$ cat src/rtl/fifo_arb_pkg.sv
// Shared types and width helpers for the FIFO write-port arbiter.
package fifo_arb_pkg;

  typedef enum logic {
    IDLE  = 1'b0,
    GRANT = 1'b1
  } arb_state_e;

  // Ceiling log2, never less than one bit so indices always have a width.
  function automatic int clog2(input int n);
    int r;
    r = 1;
    for (int i = 1; i < 31; i++) begin
      if ((1 << i) < n) r = i + 1;
    end
    return r;
  endfunction

  localparam int N_REQ_DEF     = 4;
  localparam int MAX_BURST_DEF = 4;
  localparam int IDX_W         = clog2(N_REQ_DEF);
  localparam int CNT_W         = clog2(MAX_BURST_DEF + 1);

endpackage

$ cat src/rtl/fifo_wr_arbiter_rr_pick.sv
// Combinational round-robin picker: first set req bit searching upward
// from last+1, wrapping back to bit 0.
module rr_pick #(
  parameter int N  = 4,
  parameter int IW = 2
) (
  input  logic [N-1:0]  req,
  input  logic [IW-1:0] last,
  output logic [IW-1:0] idx,
  output logic          any
);

  logic [N-1:0] above;

  always_comb begin
    above = '0;
    for (int j = 0; j < N; j++) begin
      above[j] = req[j] && (j > int'(last));
    end
    any = |req;
    idx = '0;
    // Lowest set bit overall is the wrap-around fallback; a set bit above
    // last takes precedence.
    for (int j = N - 1; j >= 0; j--) begin
      if (req[j]) idx = IW'(j);
    end
    if (|above) begin
      for (int j = N - 1; j >= 0; j--) begin
        if (above[j]) idx = IW'(j);
      end
    end
  end

endmodule

$ cat src/rtl/fifo_wr_arbiter.sv
// Round-robin arbiter sharing one FIFO write port among N_REQ producers,
// with bounded bursts and zero-bubble handover between owners.
module fifo_wr_arbiter
  import fifo_arb_pkg::*;
#(
  parameter int N_REQ      = 4,
  parameter int DATA_WIDTH = 8,
  parameter int MAX_BURST  = 4
) (
  input  logic                        clk,
  input  logic                        rst,
  input  logic [N_REQ-1:0]            req,
  input  logic [N_REQ*DATA_WIDTH-1:0] req_data,
  input  logic [N_REQ-1:0]            req_last,
  output logic [N_REQ-1:0]            gnt,
  input  logic                        fifo_full,
  output logic                        fifo_wq,
  output logic [DATA_WIDTH-1:0]       fifo_wr_data,
  output logic [clog2(N_REQ)-1:0]     owner,
  output logic                        busy
);

  localparam int IW = clog2(N_REQ);
  localparam int CW = clog2(MAX_BURST + 1);

  arb_state_e      state_reg;
  logic [IW-1:0]   owner_reg;
  logic [IW-1:0]   last_reg;
  logic [CW-1:0]   cnt_reg;

  logic [N_REQ-1:0]      owner_onehot;
  logic [DATA_WIDTH-1:0] slice_data [N_REQ];

  genvar gi;
  generate
    for (gi = 0; gi < N_REQ; gi++) begin : g_req
      assign owner_onehot[gi] = (owner_reg == IW'(gi));
      assign gnt[gi]          = (state_reg == GRANT) && owner_onehot[gi] && !fifo_full && !rst;
      assign slice_data[gi]   = req_data[gi*DATA_WIDTH +: DATA_WIDTH];
    end
  endgenerate

  logic [IW-1:0] idle_idx;
  logic          idle_any;
  logic [IW-1:0] re_idx;
  logic          re_any;

  rr_pick #(.N(N_REQ), .IW(IW)) u_idle_pick (
    .req  (req),
    .last (last_reg),
    .idx  (idle_idx),
    .any  (idle_any)
  );

  // Others first; the old owner only keeps the port when nobody else asks.
  rr_pick #(.N(N_REQ), .IW(IW)) u_re_pick (
    .req  (req & ~owner_onehot),
    .last (owner_reg),
    .idx  (re_idx),
    .any  (re_any)
  );

  logic          owner_req;
  logic          beat;
  logic          last_beat;
  logic          burst_done;
  logic          rel;
  logic [IW-1:0] next_owner;

  assign owner_req    = |(req & owner_onehot);
  assign beat         = |(req & gnt);
  assign last_beat    = |(req & req_last & gnt);
  assign burst_done   = beat && (cnt_reg == CW'(MAX_BURST - 1));
  assign rel          = (state_reg == GRANT) && (last_beat || burst_done || !owner_req);
  assign next_owner   = re_any ? re_idx : owner_reg;

  assign fifo_wq      = beat;
  assign fifo_wr_data = slice_data[owner_reg];
  assign owner        = owner_reg;
  assign busy         = (state_reg == GRANT);

  always_ff @(posedge clk) begin
    if (rst) begin
      state_reg <= IDLE;
      owner_reg <= '0;
      last_reg  <= IW'(N_REQ - 1);
      cnt_reg   <= '0;
    end else begin
      case (state_reg)
        IDLE: begin
          if (idle_any) begin
            state_reg <= GRANT;
            owner_reg <= idle_idx;
            cnt_reg   <= '0;
          end
        end
        GRANT: begin
          if (rel) begin
            last_reg <= owner_reg;
            cnt_reg  <= '0;
            if (|req) begin
              owner_reg <= next_owner;
            end else begin
              state_reg <= IDLE;
            end
          end else if (beat) begin
            cnt_reg <= cnt_reg + CW'(1);
          end
        end
        default: state_reg <= IDLE;
      endcase
    end
  end

endmodule

$ cat config.mk
export PLATFORM = sky130hd
export DESIGN_NAME = fifo_wr_arbiter
export DESIGN_NICKNAME = d
export VERILOG_FILES = /design/src/rtl/fifo_arb_pkg.sv /design/src/rtl/fifo_wr_arbiter_rr_pick.sv /design/src/rtl/fifo_wr_arbiter.sv
export SDC_FILE = /design/constraint.sdc
export NUM_CORES = 1
export LEC_CHECK = 0
export BUFFER_PORTS_ARGS = -buffer_cell sky130_fd_sc_hd__buf_4
export CAP_MARGIN = 0
export CORE_MARGIN = 10
export CORE_UTILIZATION = 42
export DETAILED_ROUTE_END_ITERATION = 10
export MAX_ROUTING_LAYER = met4
export PLACE_DENSITY = 0.8
export SYNTH_ARGS = -nofsm -noshare
export SYNTH_HDL_FRONTEND = slang
export SYNTH_SLANG_ARGS = --single-unit
$ cat constraint.sdc
create_clock -name clk -period 2.2 [get_ports clk]
set_clock_uncertainty 0.1 [all_clocks]
set_input_delay 0.11 -clock clk [delete_from_list [all_inputs] [get_ports clk]]
set_output_delay 0.11 -clock clk [all_outputs]
set_load 0.05 [all_outputs]
[After elaboration in Yosys (flattened, before gate mapping)]
Index checks and enable logic that the tools add are counted.
Storage, ports and cells
  flip-flop bits (word level): 8
  latch bits: 0
  memory bits (writable): 0
  memory bits (read-only): 0
  input bits: 43
  output and inout bits: 16
  memories: 0
Operators by class
  add/subtract/negate cells: 1
  multipliers: 0
  divide/modulo/power cells: 0
  $lt $le $gt $ge: 7
  equality and inequality tests: 9
  shifts and indexed selects: 0
  multiplexer cells: 31
  bitwise logic cells: 8
  reduce and logical (&&, ||, !) cells: 36
Operators by type and width (number)
  two-way mux 2 bit: 20
  AND 4 bit: 5
  logical AND 1 bit: 20
  OR reduction 4 bit: 5
  binary-select mux 8 bit (select 2 bit): 1
  two-way mux 8 bit: 2
  two-way mux 3 bit: 3
  > comparator 2 bit, first input constant: 4
  inequality test 2 x 1 -> 1 bit, second input constant: 3
  one-hot mux 3 bit (2 select lines): 1
  OR reduction 3 bit: 2
  equality test 2 bit, second input constant: 2
  > comparator 1 x 2 -> 1 bit, first input constant: 2
  NOT 4 bit: 1
  one-hot mux 2 bit (2 select lines): 1
  AND reduction 2 bit: 2
  AND reduction 4 bit: 1
  adder 3 x 1 -> 3 bit, second input constant: 1
  equality test 3 x 2 -> 1 bit, second input constant: 1
  greater-or-equal comparator 3 bit, second input constant: 1
  zero test 1 bit: 3
  inequality test 3 x 1 -> 1 bit, second input constant: 1
  NOT 2 -> 3 bit: 1
  equality test 2 x 1 -> 1 bit, second input constant: 1
  other kinds (6): 8

[Longest topological paths before layout]
  word-level depth: 15
  gate-level depth with buffers: 6
  depth with buffers taken out: 6

[Modules after synthesis]
A second synthesis with hierarchy kept.
Unflattened totals
  cells, all modules: 109
  area, all modules: 943.4 um^2
Modules (own cells, without submodules)
  fifo_wr_arbiter: times used 1, cells an instance 81, area each 770.7 um^2
  rr_pick: times used 2, cells an instance 14, area each 86.3 um^2

[Worst setup path after synthesis]
OpenSTA, ideal clock, no wires.
  kind: register -> output
  from: register owner_reg[1] (netlist: owner[1])
  to: output gnt[2]
  arrival: 2.514 ns
  required time: 1.990 ns
  slack: -0.524 ns
  cell stages (with the launch flop): 4
  buffers on the path: 2
  path through: dfxtp_1 buf_2 buf_1 nor3b_1
On the way
  word-level cells in the longest chain between the ends: 4
RTL lines
  from (decl): line fifo_wr_arbiter.sv:27  | logic [IW-1:0] owner_reg;
  from (signal assigned): line fifo_wr_arbiter.sv:93  | owner_reg <= idle_idx;
  from (signal assigned): line fifo_wr_arbiter.sv:102  | owner_reg <= next_owner;
  equality test 2 bit: line fifo_wr_arbiter.sv:37  | assign owner_onehot[gi] = (owner_reg == IW'(gi));
  logical AND 1 bit (3 in series): line fifo_wr_arbiter.sv:38  | assign gnt[gi] = (state_reg == GRANT) && owner_onehot[gi] && !fifo_full && !rst;
  to (decl): line fifo_wr_arbiter.sv:15  | output logic [N_REQ-1:0] gnt,
Every way passes these cells.

[Final worst setup path]
  from: input rst
  to: register last_reg[0]
On the way
  word-level cells in the longest chain between the ends: 9
RTL lines
  from (decl): line fifo_wr_arbiter.sv:11  | input logic rst,
  zero test 1 bit: line fifo_wr_arbiter.sv:38
  logical AND 1 bit: line fifo_wr_arbiter.sv:38
  AND 4 bit: line fifo_wr_arbiter.sv:71  | assign beat = |(req & gnt);
  OR reduction 4 bit: line fifo_wr_arbiter.sv:71
  logical AND 1 bit: line fifo_wr_arbiter.sv:73  | assign burst_done = beat && (cnt_reg == CW'(MAX_BURST - 1));
  logical OR 1 bit (2 in series): line fifo_wr_arbiter.sv:74  | assign rel = (state_reg == GRANT) && (last_beat || burst_done || !owner_req);
  logical AND 1 bit: line fifo_wr_arbiter.sv:74
  AND reduction 2 bit (no source line)
  to (signal assigned): line fifo_wr_arbiter.sv:86  | last_reg <= IW'(N_REQ - 1);
  to (signal assigned): line fifo_wr_arbiter.sv:99  | last_reg <= owner_reg;
  to (decl): line fifo_wr_arbiter.sv:28  | logic [IW-1:0] last_reg;
Several ways; a longest one is shown, not always the timed one.
A chain may end at the register's enable or synchronous reset.

==> out/results.ini <==
[cts]
hold_buffers=1
cts_buffer_depth=2
clk_pin_slew_ns=0.06
clock-root-buffer=clkbuf_4
cts_setup_buffers=0
cts_max_level=1
cts_resized=0
cts_buffers=3
cts_tree=done
clkLatencyLatePin_ns=0.27
clkSinkCount=8

[sta]
fmax_mhz=530
worstMarginPinSlew_ns=0.447
hold_viol_final=0
post-route-min-period_ns=1.89
finalCritPeriodShare=0.858
drv_slew=0
finalSetupViolations=0
setup_slack_ns=0.313
rsz0062_at_grt=no
relSlewSlack=0.699

[synth]
syn_area_um2=918
synthTopCellsByArea=mux4_2 22%, dfxtp_1 17%, nand2_1 2.9%
syn_nets=143
yosysSeqAreaShare=0.174
synth_edf_count=0
ys.flop_type=dfxtp_1
synth_top_cell_by_area=mux4_2
synth.distinct_cells=46
synth_top_area_share=0.221
synth_seq_cells=8
synth_cells=98
yosys_warnings=0
synth-async-reset-ratio=0
syn_area_per_cell_um2=9.37

[drt]
wl_um=3150
viasPerCell=5.64
initialDrtViolationCount=43
antenna_left=0
dr_total_vias=1026
drc_errors=0
first_pass_iters=4
drt-wirelength-per-cell_um=17.3

[global_routing]
grt_max_degree=24
gr-total-overflow=0
antenna_found_initial=0
grt_use_total=0.138
grt_pass1_wl_um=4830
grt_pass1_vias=1065

[finish]
stdcell_count=182
largest_reg_flops=3
fin_util=0.692
n_antenna_cell=0
syn2layout_area_growth_pct=52.5
drive_gt1_frac=0.542
final_nets=202
fillers=166

[run_status]
status=complete, no violations

[floorplanning]
ios=59
die_h_um=66.8
std_cell_rows=16
core_um2=2020
die_w_um=66.8
die-area_um2=4460
start_util=0.454

[worst_setup_path]
ff2ff_setup_slack_ns=0.39
worstSetupEndpointType=register
worstSetupStartpointType=primary input
critPathMaxStageDelay_ns=0.53
crit_chain=dlygate4sd3_1 -> buf_4 -> nor3b_2 -> o211ai_1 -> a31oi_2 -> nor2b_1 -> a211o_1
cp.required_ns=2.25
worstSetupPathType=primary input to register
arrival_ns=1.94
crit_family=compound AO/OA/AOI/OAI gates
crit_buf_inv=2
slowest_stage=dlygate4sd3_1
crit_fanout=10

[placement]
pre_cts_ws_ns=0.390
hpwl_um=2660
gp_congestion=0.891
placedCellCount=178
port_buffers=58

[power]
max-vdd-ir-drop_mv=0.390
power_density_nw_per_um2=559
power_leakage_nw=0.637
total_power_mw=0.783

[hold_path]
worstHoldPathType=primary input to register

[job]
cap_violations=0

## final timing paths
kind	cells past startpoint	from	endpoint
worst max-delay path	7	rst	last_reg[0]
worst min-delay path	3	req[3]	busy
worst max register to register	6	owner[0]	owner[0]
worst min register to register	1	cnt_reg[1]	cnt_reg[1]
## layout by cell type (no fill, tap or decap), types with 2 or more instances in the layout
cell and n:
inv_2 2, nor4_1 2, mux4_2 9, buf_4 61, ha_1 2, nor2b_1 3, a22o_1 2, inv_1 4
nand3_1 2, and3b_1 3, nand2_1 7, a211o_1 2, clkbuf_4 3, o21ai_0 3, a21oi_1 2, nand2b_1 4
dfxtp_1 8, nor2_1 6, mux2i_1 2, nor3b_2 2, a31oi_2 2
## tightest hold or removal path, cell delays in order
cell    delay [ns]
buf_4         0.12
nor4_1        0.07
nor2_1        0.07
## per-stage QoR
stage | hold slack (ns) | instance area [um2] | TNS [ns]
2_1_floorplan | 0.151 | 928 | -0.0651
3_3_place_gp | 0.262 | 1370 | 0
5_1_grt | 0.0873 | 1400 | 0
3_5_place_dp | 0.272 | 1370 | 0
4_1_cts | 0.0470 | 1400 | 0
6_report | 0.0423 | 1400 | 0
## area by class of cell
cell class / count / area [um2] / area share
repair buffers: 62 / 468 / 0.334
inverters: 6 / 22.5 / 0.0161
multi-input cells: 76 / 693 / 0.495
clock buffers: 3 / 22.5 / 0.0161
well taps: 27 / 33.8 / 0.0241
flip-flops and latches: 8 / 160 / 0.114
## logic make-up (layout without fill, tap and decap cells)
family,Yosys count,after routing,synth area share
AND/OR/NAND/NOR,39,39,0.258
AO/OA/AOI/OAI,23,23,0.204
buffers and inverters,14,71,0.0817
multiplexers,12,12,0.255
flip-flops,8,8,0.174
adder cells (fa/ha/maj),2,2,0.0272
## metal layers
metal | global-route usage | vias to the layer above | wire length [um]
met5 | - | - | 0
met4 | 0.0654 | 0 | 74
met3 | 0.0468 | 9 | 364
met2 | 0.195 | 59 | 1210
met1 | 0.170 | 461 | 1500
li1 | - | 497 | -
## where the power goes
part | total, mW | switching, mW | internal (mW)
registers | 0.173 | 0.0154 | 0.158
logic | 0.489 | 0.278 | 0.211
clock network | 0.120 | 0.0574 | 0.0629
total | 0.783 | 0.351 | 0.432
## cell usage after synthesis, drive strengths merged (2+ instances only)
library cell / number
a31oi: 2
nor3: 2
nor3b: 2
nor2b: 3
and3: 3
a21oi: 2
nor2: 6
buf: 8
and3b: 3
nand2: 7
nor4: 2
ha: 2
o21ai: 3
nand2b: 4
nand3: 2
mux2i: 2
a22o: 2
dfxtp: 8
inv: 6
mux4: 9
a211o: 2
No activity file was read; power rests on OpenSTA's default activity.
